--- src/rtl/vend_sequencer.sv ---
// Vending-machine sequencer: coin credit accumulation, order/cancel arbitration,
// product-dispense strobe and greedy change payout over a valid/ready handshake.
module vend_sequencer #(
  parameter int unsigned PRICE       = 65,
  parameter int unsigned MAX_CREDIT  = 100,
  parameter int unsigned CREDIT_W    = 8,
  parameter int unsigned VEND_CYCLES = 4
) (
  input  logic                clk,
  input  logic                rst_n,
  input  logic                N,
  input  logic                D,
  input  logic                Q,
  input  logic                O,
  input  logic                E,
  input  logic                chg_ready,
  output logic [CREDIT_W-1:0] credit,
  output logic                S,
  output logic                status,
  output logic                coin_rej,
  output logic                chg_valid,
  output logic [1:0]          chg_coin
);

  localparam int unsigned SumW = CREDIT_W + 1;
  localparam int unsigned CntW = (VEND_CYCLES > 1) ? $clog2(VEND_CYCLES) : 1;

  localparam logic [CREDIT_W-1:0] PriceC   = CREDIT_W'(PRICE);
  localparam logic [SumW-1:0]     MaxC     = SumW'(MAX_CREDIT);
  localparam logic [CntW-1:0]     CntLastC = CntW'(VEND_CYCLES - 1);

  localparam logic [1:0] CoinNone = 2'b00;
  localparam logic [1:0] CoinN    = 2'b01;
  localparam logic [1:0] CoinD    = 2'b10;
  localparam logic [1:0] CoinQ    = 2'b11;

  typedef enum logic [1:0] {
    StIdle   = 2'd0,
    StVend   = 2'd1,
    StChange = 2'd2
  } state_t;

  // Value in cents of a coin code.
  function automatic logic [CREDIT_W-1:0] coin_value(input logic [1:0] code);
    logic [CREDIT_W-1:0] v;
    case (code)
      CoinQ:   v = CREDIT_W'(25);
      CoinD:   v = CREDIT_W'(10);
      CoinN:   v = CREDIT_W'(5);
      default: v = '0;
    endcase
    return v;
  endfunction

  // Largest coin not exceeding the given amount (greedy 25/10/5).
  function automatic logic [1:0] greedy_coin(input logic [CREDIT_W-1:0] amt);
    logic [1:0] c;
    if (amt >= CREDIT_W'(25)) begin
      c = CoinQ;
    end else if (amt >= CREDIT_W'(10)) begin
      c = CoinD;
    end else if (amt >= CREDIT_W'(5)) begin
      c = CoinN;
    end else begin
      c = CoinNone;
    end
    return c;
  endfunction

  // Registered front-end strobes/buttons.
  logic r_n, r_d, r_q, r_o, r_e;

  // Architectural state and registered outputs.
  state_t              r_state;
  logic [CREDIT_W-1:0] r_credit;
  logic [CntW-1:0]     r_cnt;
  logic                r_s;
  logic                r_status;
  logic                r_coin_rej;
  logic                r_chg_valid;
  logic [1:0]          r_chg_coin;

  // Next-state values.
  state_t              w_state_d;
  logic [CREDIT_W-1:0] w_credit_d;
  logic [CntW-1:0]     w_cnt_d;
  logic                w_s_d;
  logic                w_rej_d;
  logic                w_chg_valid_d;
  logic [1:0]          w_chg_coin_d;

  // Coin arbitration helpers.
  logic                w_any_coin;
  logic                w_multi_coin;
  logic [1:0]          w_sel_coin;
  logic [SumW-1:0]     w_sum;
  logic [CREDIT_W-1:0] w_chg_left;

  // Sample the front-end inputs so all decisions use one clean cycle of data.
  always_ff @(posedge clk or negedge rst_n) begin
    if (!rst_n) begin
      r_n <= 1'b0;
      r_d <= 1'b0;
      r_q <= 1'b0;
      r_o <= 1'b0;
      r_e <= 1'b0;
    end else begin
      r_n <= N;
      r_d <= D;
      r_q <= Q;
      r_o <= O;
      r_e <= E;
    end
  end

  // Coin priority Q > D > N, candidate credit and remaining change after a payout.
  always_comb begin
    w_any_coin   = r_n | r_d | r_q;
    w_multi_coin = (r_q & (r_d | r_n)) | (r_d & r_n);
    if (r_q) begin
      w_sel_coin = CoinQ;
    end else if (r_d) begin
      w_sel_coin = CoinD;
    end else if (r_n) begin
      w_sel_coin = CoinN;
    end else begin
      w_sel_coin = CoinNone;
    end
    w_sum      = {1'b0, r_credit} + {1'b0, coin_value(w_sel_coin)};
    w_chg_left = r_credit - coin_value(r_chg_coin);
  end

  // Next-state and next-output decode for the sequencer.
  always_comb begin
    w_state_d     = r_state;
    w_credit_d    = r_credit;
    w_cnt_d       = r_cnt;
    w_s_d         = 1'b0;
    w_rej_d       = 1'b0;
    w_chg_valid_d = r_chg_valid;
    w_chg_coin_d  = r_chg_coin;

    case (r_state)
      StIdle: begin
        if (r_e && (r_credit != '0)) begin
          // Full refund; any coin seen alongside the cancel goes back.
          w_state_d     = StChange;
          w_chg_valid_d = 1'b1;
          w_chg_coin_d  = greedy_coin(r_credit);
          w_rej_d       = w_any_coin;
        end else if (r_o && (r_credit >= PriceC)) begin
          w_state_d  = StVend;
          w_credit_d = r_credit - PriceC;
          w_cnt_d    = '0;
          w_s_d      = 1'b1;
          w_rej_d    = w_any_coin;
        end else if (w_any_coin) begin
          // Losing coins are returned; the winner is returned too if it would overflow.
          if (w_sum > MaxC) begin
            w_rej_d = 1'b1;
          end else begin
            w_credit_d = w_sum[CREDIT_W-1:0];
            w_rej_d    = w_multi_coin;
          end
        end
      end

      StVend: begin
        w_rej_d = w_any_coin;
        if (r_cnt == CntLastC) begin
          if (r_credit != '0) begin
            w_state_d     = StChange;
            w_chg_valid_d = 1'b1;
            w_chg_coin_d  = greedy_coin(r_credit);
          end else begin
            w_state_d = StIdle;
          end
        end else begin
          w_cnt_d = r_cnt + 1'b1;
        end
      end

      StChange: begin
        w_rej_d = w_any_coin;
        if (!r_chg_valid) begin
          w_state_d = StIdle;
        end else if (chg_ready) begin
          w_credit_d = w_chg_left;
          if (w_chg_left == '0) begin
            w_state_d     = StIdle;
            w_chg_valid_d = 1'b0;
            w_chg_coin_d  = CoinNone;
          end else begin
            w_chg_coin_d = greedy_coin(w_chg_left);
          end
        end
      end

      default: begin
        w_state_d     = StIdle;
        w_chg_valid_d = 1'b0;
        w_chg_coin_d  = CoinNone;
      end
    endcase
  end

  // Sequencer state register; every output is registered here.
  always_ff @(posedge clk or negedge rst_n) begin
    if (!rst_n) begin
      r_state     <= StIdle;
      r_credit    <= '0;
      r_cnt       <= '0;
      r_s         <= 1'b0;
      r_status    <= 1'b0;
      r_coin_rej  <= 1'b0;
      r_chg_valid <= 1'b0;
      r_chg_coin  <= CoinNone;
    end else begin
      r_state     <= w_state_d;
      r_credit    <= w_credit_d;
      r_cnt       <= w_cnt_d;
      r_s         <= w_s_d;
      r_status    <= (w_state_d != StIdle);
      r_coin_rej  <= w_rej_d;
      r_chg_valid <= w_chg_valid_d;
      r_chg_coin  <= w_chg_coin_d;
    end
  end

  assign credit    = r_credit;
  assign S         = r_s;
  assign status    = r_status;
  assign coin_rej  = r_coin_rej;
  assign chg_valid = r_chg_valid;
  assign chg_coin  = r_chg_coin;

endmodule

--- config.mk ---
export PLATFORM = sky130hd
export DESIGN_NAME = vend_sequencer
export DESIGN_NICKNAME = d
export VERILOG_FILES = /design/src/rtl/vend_sequencer.sv
export SDC_FILE = /design/constraint.sdc
export NUM_CORES = 1
export LEC_CHECK = 0
export CAP_MARGIN = 20
export CORE_MARGIN = 1.5
export CORE_UTILIZATION = 63
export CTS_CLUSTER_DIAMETER = 200
export DETAILED_ROUTE_END_ITERATION = 16
export HOLD_SLACK_MARGIN = 0.03
export PLACE_DENSITY = 0.91
export SLEW_MARGIN = 25
export SYNTH_ARGS = -nofsm -noshare
export SYNTH_HDL_FRONTEND = slang
export SYNTH_SLANG_ARGS = --single-unit
--- constraint.sdc ---
create_clock -name clk -period 6.1 [get_ports clk]
set_input_delay 1.22 -clock clk [delete_from_list [all_inputs] [get_ports clk]]
set_output_delay 1.22 -clock clk [all_outputs]
set_load 0.005 [all_outputs]
==> reports/results.tsv, run 1 <==
metric	value	unit
finalSetupViolations	0	
worstMarginPinSlew	0.682	ns
grt_usage	0.299	
n_fill_cell	271	
postCtsResizedCells	0	
hold_violations	0	
ios	22	
drv_slew	0	
cp-end-kind	flop	
ys_top_cells_by_area	dfrtp_1, ha_1, inv_1	
rrSetupSlack	2.89	ns
netlist.area_leader.share	0.248	
synth_edf_count	0	
ant_nets	0	
clkLatencyLatePin	0.28	ns
syn-mean-instance-area	8.28	µm²
register_area	576	µm²
core_area	3440	µm²
antenna_found_initial	0	
reg2reg_depth	10	
synth_seq_cells	23	
critPathArrivalTime	3.36	ns
finalNonFillerCells	337	
r2r-end	credit[3]$_DFFE_PN0P_	
finalCritPeriodShare	0.526	
start_kind	flop	
rsz0062_at_grt	false	
critPathKind	reg2reg	
period_minus_slack	3.21	ns
routed_wl	5.63	mm
cts_made_buffers	3	
dieHeight	63.7	µm
core.rowCount	21	
wire_per_inst	16.7	µm
crit_cells	10	
multiInputGateArea	1580	µm²
endpoint	credit[3]$_DFFE_PN0P_	
cp_top_family	simple AND/OR/NAND/NOR gates	
timing.rr.start	r_d$_DFF_PN0_	
worst-path-buf-inv	0	
layout-drive-gt1-share	0.0550	
syn2layout_area_growth	10.2	%
clock_sinks	23	
yosysWarningCount	0	
grt_pass1_wl	9.56	mm
outcome	complete, no violations	
start_util	0.674	
critPathLaunch	r_d$_DFF_PN0_	
maxCapViolCount	0	
nNetsFinal	321	
layout_commonest_cell	inv_1	
vias	2219	
crit_chain	or2_2 > nor2_1 > ha_1 > o21ai_0 > o21bai_1 > or4_1 > and3_1 > o211a_4 > o21ai_4 > mux2_2	
grt_pass1_vias	2010	
antennaDiodeCount	0	
drc	0	
cp.required	6.25	ns
cts.path.max_buffers	2	
tns	0	ns
synth_cells	280	
ctsHoldBuffers	0	
drt-vias-per-instance	6.58	
placed_cells	333	
async_flop_share	1.00	
synth_ff_type	dfrtp_1	
dr.pass1.iters	5	
cts_tree	done	
cts_root_buf	clkbuf_8	
h-tree-depth	1	
drt_iter0_markers	231	
cts_setup_buffers	0	
seq_area_frac_synth	0.248	
critPathMaxFanout	6	
relSlewSlack	0.545	
cp_slowest_stage_delay	0.52	ns
final_core_util	0.742	
syn_area	2320	µm²
cp_slowest_cell	or4_1	
fin_worst_skew	0.0153	ns
yosysTopAreaCell	dfrtp_1	
gp_congestion	0.945	
dpl-instance-area	2510	µm²
die_x	63.7	µm
synth_fp_nets	309	
io_buffer_count	21	
max_freq	312	MHz
hold_path.class	reg2reg	
clkTransAtPathRegs	0.10	ns
synth_cell_types	65	
final_cell_mix	inv_1, dfrtp_1, nand2_1, clkdlybuf4s50_1	
hpwl	4.24	mm
grt_start_max_net_pins	24	
grt_overflow	0	
die_area	4050	µm²
final_area	2550	µm²
[synth_stat cells, types with 3 or more instances]
| cell | number |
|---|---|
| a21o_1 | 5 |
| o31a_1 | 4 |
| buf_2 | 3 |
| nand3_1 | 3 |
| a21oi_1 | 14 |
| and3_1 | 5 |
| o211ai_1 | 5 |
| a31oi_1 | 5 |
| o21a_1 | 4 |
| or3_1 | 3 |
| nor2_1 | 19 |
| inv_1 | 24 |
| o21ai_0 | 15 |
| o31ai_1 | 3 |
| nand2b_1 | 8 |
| dfrtp_1 | 23 |
| nor3_1 | 8 |
| a211o_1 | 3 |
| mux2_2 | 3 |
| nor2b_1 | 4 |
| clkbuf_1 | 6 |
| xor2_1 | 5 |
| xnor2_1 | 4 |
| o22ai_1 | 3 |
| nand2_1 | 23 |
| nand3b_1 | 3 |
| ha_1 | 19 |
| mux2i_1 | 5 |
| nand4_1 | 4 |
[layout make-up]
cell class,instances,area share
clock buffers,3,0.0162
clock inverters,1,0.00294
inverters,24,0.0353
multi-input cells,219,0.618
flip-flops and latches,23,0.225
well taps,46,0.0225
repair buffers,21,0.0803
[tightest hold or removal path, stage by stage (launching register included)]
cell      delay (ns)
dfrtp_1         0.40
nand2_1         0.06
o311ai_0        0.09
[routing by layer]
metal / share of wire / global-route usage / vias up
met5: 0 / 0 / -
met4: 0.015 / 0.0788 / 0
met3: 0.10 / 0.0786 / 14
met2: 0.45 / 0.462 / 116
met1: 0.43 / 0.414 / 1030
li1: - / - / 1059
[logic make-up (layout without fill, tap and decap cells)]
| logic type | after synthesis | in the layout | share of synthesized area |
|---|---|---|---|
| adder cells (fa/ha/maj) | 22 | 22 | 0.124 |
| buffers and inverters | 38 | 49 | 0.0712 |
| AND/OR/NAND/NOR | 89 | 89 | 0.197 |
| XOR/XNOR | 9 | 9 | 0.0340 |
| multiplexers | 8 | 8 | 0.0362 |
| AO/OA/AOI/OAI | 91 | 91 | 0.289 |
| flip-flops | 23 | 23 | 0.248 |
[sequential cells by signal, indices dropped and copies added, names as in the netlist]
name	count
credit	8
chg_coin	2
r_cnt	2
r_state	2
S	1
chg_valid	1
coin_rej	1
r_d	1
r_e	1
r_n	1
r_o	1
r_q	1
status	1
[through the flow]
step | hold slack (ns) | setup slack [ns]
4_1_cts | 0.568 | 2.93
3_5_place_dp | 0.547 | 2.95
6_report | 0.577 | 2.89
2_1_floorplan | 0.529 | 3.15
5_1_grt | 0.619 | 2.71
3_3_place_gp | 0.550 | 3.02
[how the worst min path moves through the flow]
stage	to	slack, ns	depth (start not counted)	start
3_3_place_gp	chg_valid$_DFFE_PN0P_	0.55	2	chg_valid$_DFFE_PN0P_
6_report	chg_valid$_DFFE_PN0P_	0.58	2	chg_valid$_DFFE_PN0P_
3_5_place_dp	chg_valid$_DFFE_PN0P_	0.55	2	chg_valid$_DFFE_PN0P_
2_1_floorplan	r_cnt[0]$_DFFE_PN0P_	0.53	2	r_cnt[0]$_DFFE_PN0P_
4_1_cts	chg_valid$_DFFE_PN0P_	0.57	2	chg_valid$_DFFE_PN0P_
5_1_grt	chg_valid$_DFFE_PN0P_	0.62	2	chg_valid$_DFFE_PN0P_
Power of run 1 is not shown: default switching activity piles up to over one toggle a cycle in this logic, so the estimate is an artifact.
==> run 2, diff against run 1 <==
--- a/config.mk
+++ b/config.mk
@@ -7,11 +7,11 @@
 export LEC_CHECK = 0
 export CAP_MARGIN = 20
 export CORE_MARGIN = 1.5
-export CORE_UTILIZATION = 63
+export CORE_UTILIZATION = 58
 export CTS_CLUSTER_DIAMETER = 200
 export DETAILED_ROUTE_END_ITERATION = 16
 export HOLD_SLACK_MARGIN = 0.03
-export PLACE_DENSITY = 0.91
+export PLACE_DENSITY = 0.85
 export SLEW_MARGIN = 25
 export SYNTH_ARGS = -nofsm -noshare
 export SYNTH_HDL_FRONTEND = slang
==> constraint.sdc (replaced) <==
create_clock -name clk -period 3.18 [get_ports clk]
set_input_delay 0.636 -clock clk [delete_from_list [all_inputs] [get_ports clk]]
set_output_delay 0.636 -clock clk [all_outputs]
set_load 0.005 [all_outputs]
==> reports/results.tsv, run 2 (synthesis results as in run 1) <==
metric	value	unit
rrSetupSlack	0.11	ns
cts_tree	done	
vias	2282	
hpwl	4.55	mm
finalSetupViolations	0	
drt-vias-per-instance	6.50	
ios	22	
layout-drive-gt1-share	0.109	
drt_iter0_markers	221	
finalCritPeriodShare	0.964	
outcome	complete, no violations	
drv_slew	0	
clkTransAtPathRegs	0.08	ns
largest_reg_flops	8	
critPathMaxFanout	6	
cp-end-kind	flop	
grt_overflow	0	
timing.rr.start	r_d$_DFF_PN0_	
rsz0062_at_grt	false	
grt_use_met2	0.479	
grt_pass1_wl	9.77	mm
wire_per_inst	17.0	µm
endpoint	credit[3]$_DFFE_PN0P_	
nNetsFinal	333	
layout_commonest_cell	inv_1	
critPathLaunch	r_d$_DFF_PN0_	
hold_path.class	reg2reg	
cts.path.max_buffers	2	
worstMarginPinSlew	0.649	ns
core.rowCount	22	
routed_wl	5.97	mm
die_x	66.2	µm
h-tree-depth	1	
start_util	0.619	
drc	0	
antennaDiodeCount	0	
grt_pass1_vias	2091	
max_freq	326	MHz
grt_start_max_net_pins	24	
relSlewSlack	0.568	
fin_worst_skew	0.00451	ns
grt.busiest_layer	met2	
r2r-end	credit[3]$_DFFE_PN0P_	
clkLatencyLatePin	0.27	ns
hold_violations	0	
start_kind	flop	
critPathKind	reg2reg	
final_cell_mix	inv_1, dfrtp_1, nand2_1, clkdlybuf4s50_1	
grt_util_met1	0.400	
dieHeight	66.2	µm
io_buffer_count	21	
critPathArrivalTime	3.22	ns
dr.pass1.iters	5	
clock_sinks	23	
pre_cts_ws	0.00798	ns
cts_root_buf	clkbuf_8	
use_met3	0.0256	
layout_setup_ws	0.115	ns
antenna_found_initial	0	
tns	0	ns
die_area	4390	µm²
gp_congestion	0.934	
grt_usage	0.288	
reg2reg_depth	10	
cts_made_buffers	3	
maxCapViolCount	0	
core_area	3740	µm²
syn2layout_area_growth	16.1	%
period_minus_slack	3.07	ns
ant_nets	0	
cp.required	3.33	ns
[run 2: worst min path at each step]
stage / slack (ns) / depth (start not counted) / endpoint / startpoint
3_3_place_gp: 0.56 / 2 / chg_valid$_DFFE_PN0P_ / chg_valid$_DFFE_PN0P_
5_1_grt: 0.61 / 2 / chg_valid$_DFFE_PN0P_ / chg_valid$_DFFE_PN0P_
3_5_place_dp: 0.56 / 2 / chg_valid$_DFFE_PN0P_ / chg_valid$_DFFE_PN0P_
2_1_floorplan: 0.34 / 0 / S$_DFF_PN0_ / rst_n
6_report: 0.59 / 2 / r_cnt[0]$_DFFE_PN0P_ / r_cnt[0]$_DFFE_PN0P_
4_1_cts: 0.58 / 2 / chg_valid$_DFFE_PN0P_ / chg_valid$_DFFE_PN0P_
[run 2: per-layer routing]
metal / up-vias / share of wire
met5: - / 0
li1: 1079 / -
met4: 0 / 0.015
met1: 1078 / 0.44
met3: 11 / 0.067
met2: 114 / 0.48
[run 2: area by class of cell]
class,instances,area (µm²)
clock buffers,3,41.3
clock inverters,1,5.00
fillers,299,1050
inverters,24,90.1
multi-input cells,219,1620
flip-flops and latches,23,576
well taps,48,60.1
repair buffers,33,300
[run 2: critical path, cell delays in order, from the launching register on]
cell and delay [ns]:
dfrtp_1 0.42, or2_2 0.33, nor2_2 0.13, ha_4 0.25, o21ai_4 0.17, o21bai_2 0.10
or4_1 0.51, and3_1 0.20, o211a_4 0.27, o21ai_4 0.22, mux2_2 0.36
[run 2: timing repair]
action,4_1_cts,5_1_grt
resized for setup,1,8
pin swaps,0,3
setup endpoints to repair,1,5
setup buffers,0,3
hold buffers,0,0
[run 2: stage by stage]
stage	hold slack, ns	instance area (µm²)	util	cells
after detailed placement	0.560	2580	0.690	344
after CTS	0.581	2630	0.702	348
after floorplan	0.340	2320	-	280
after global routing	0.612	2690	0.719	351
after global placement	0.559	2580	0.690	344
final	0.588	2690	0.719	351
Power of run 2 is left out for the same reason.
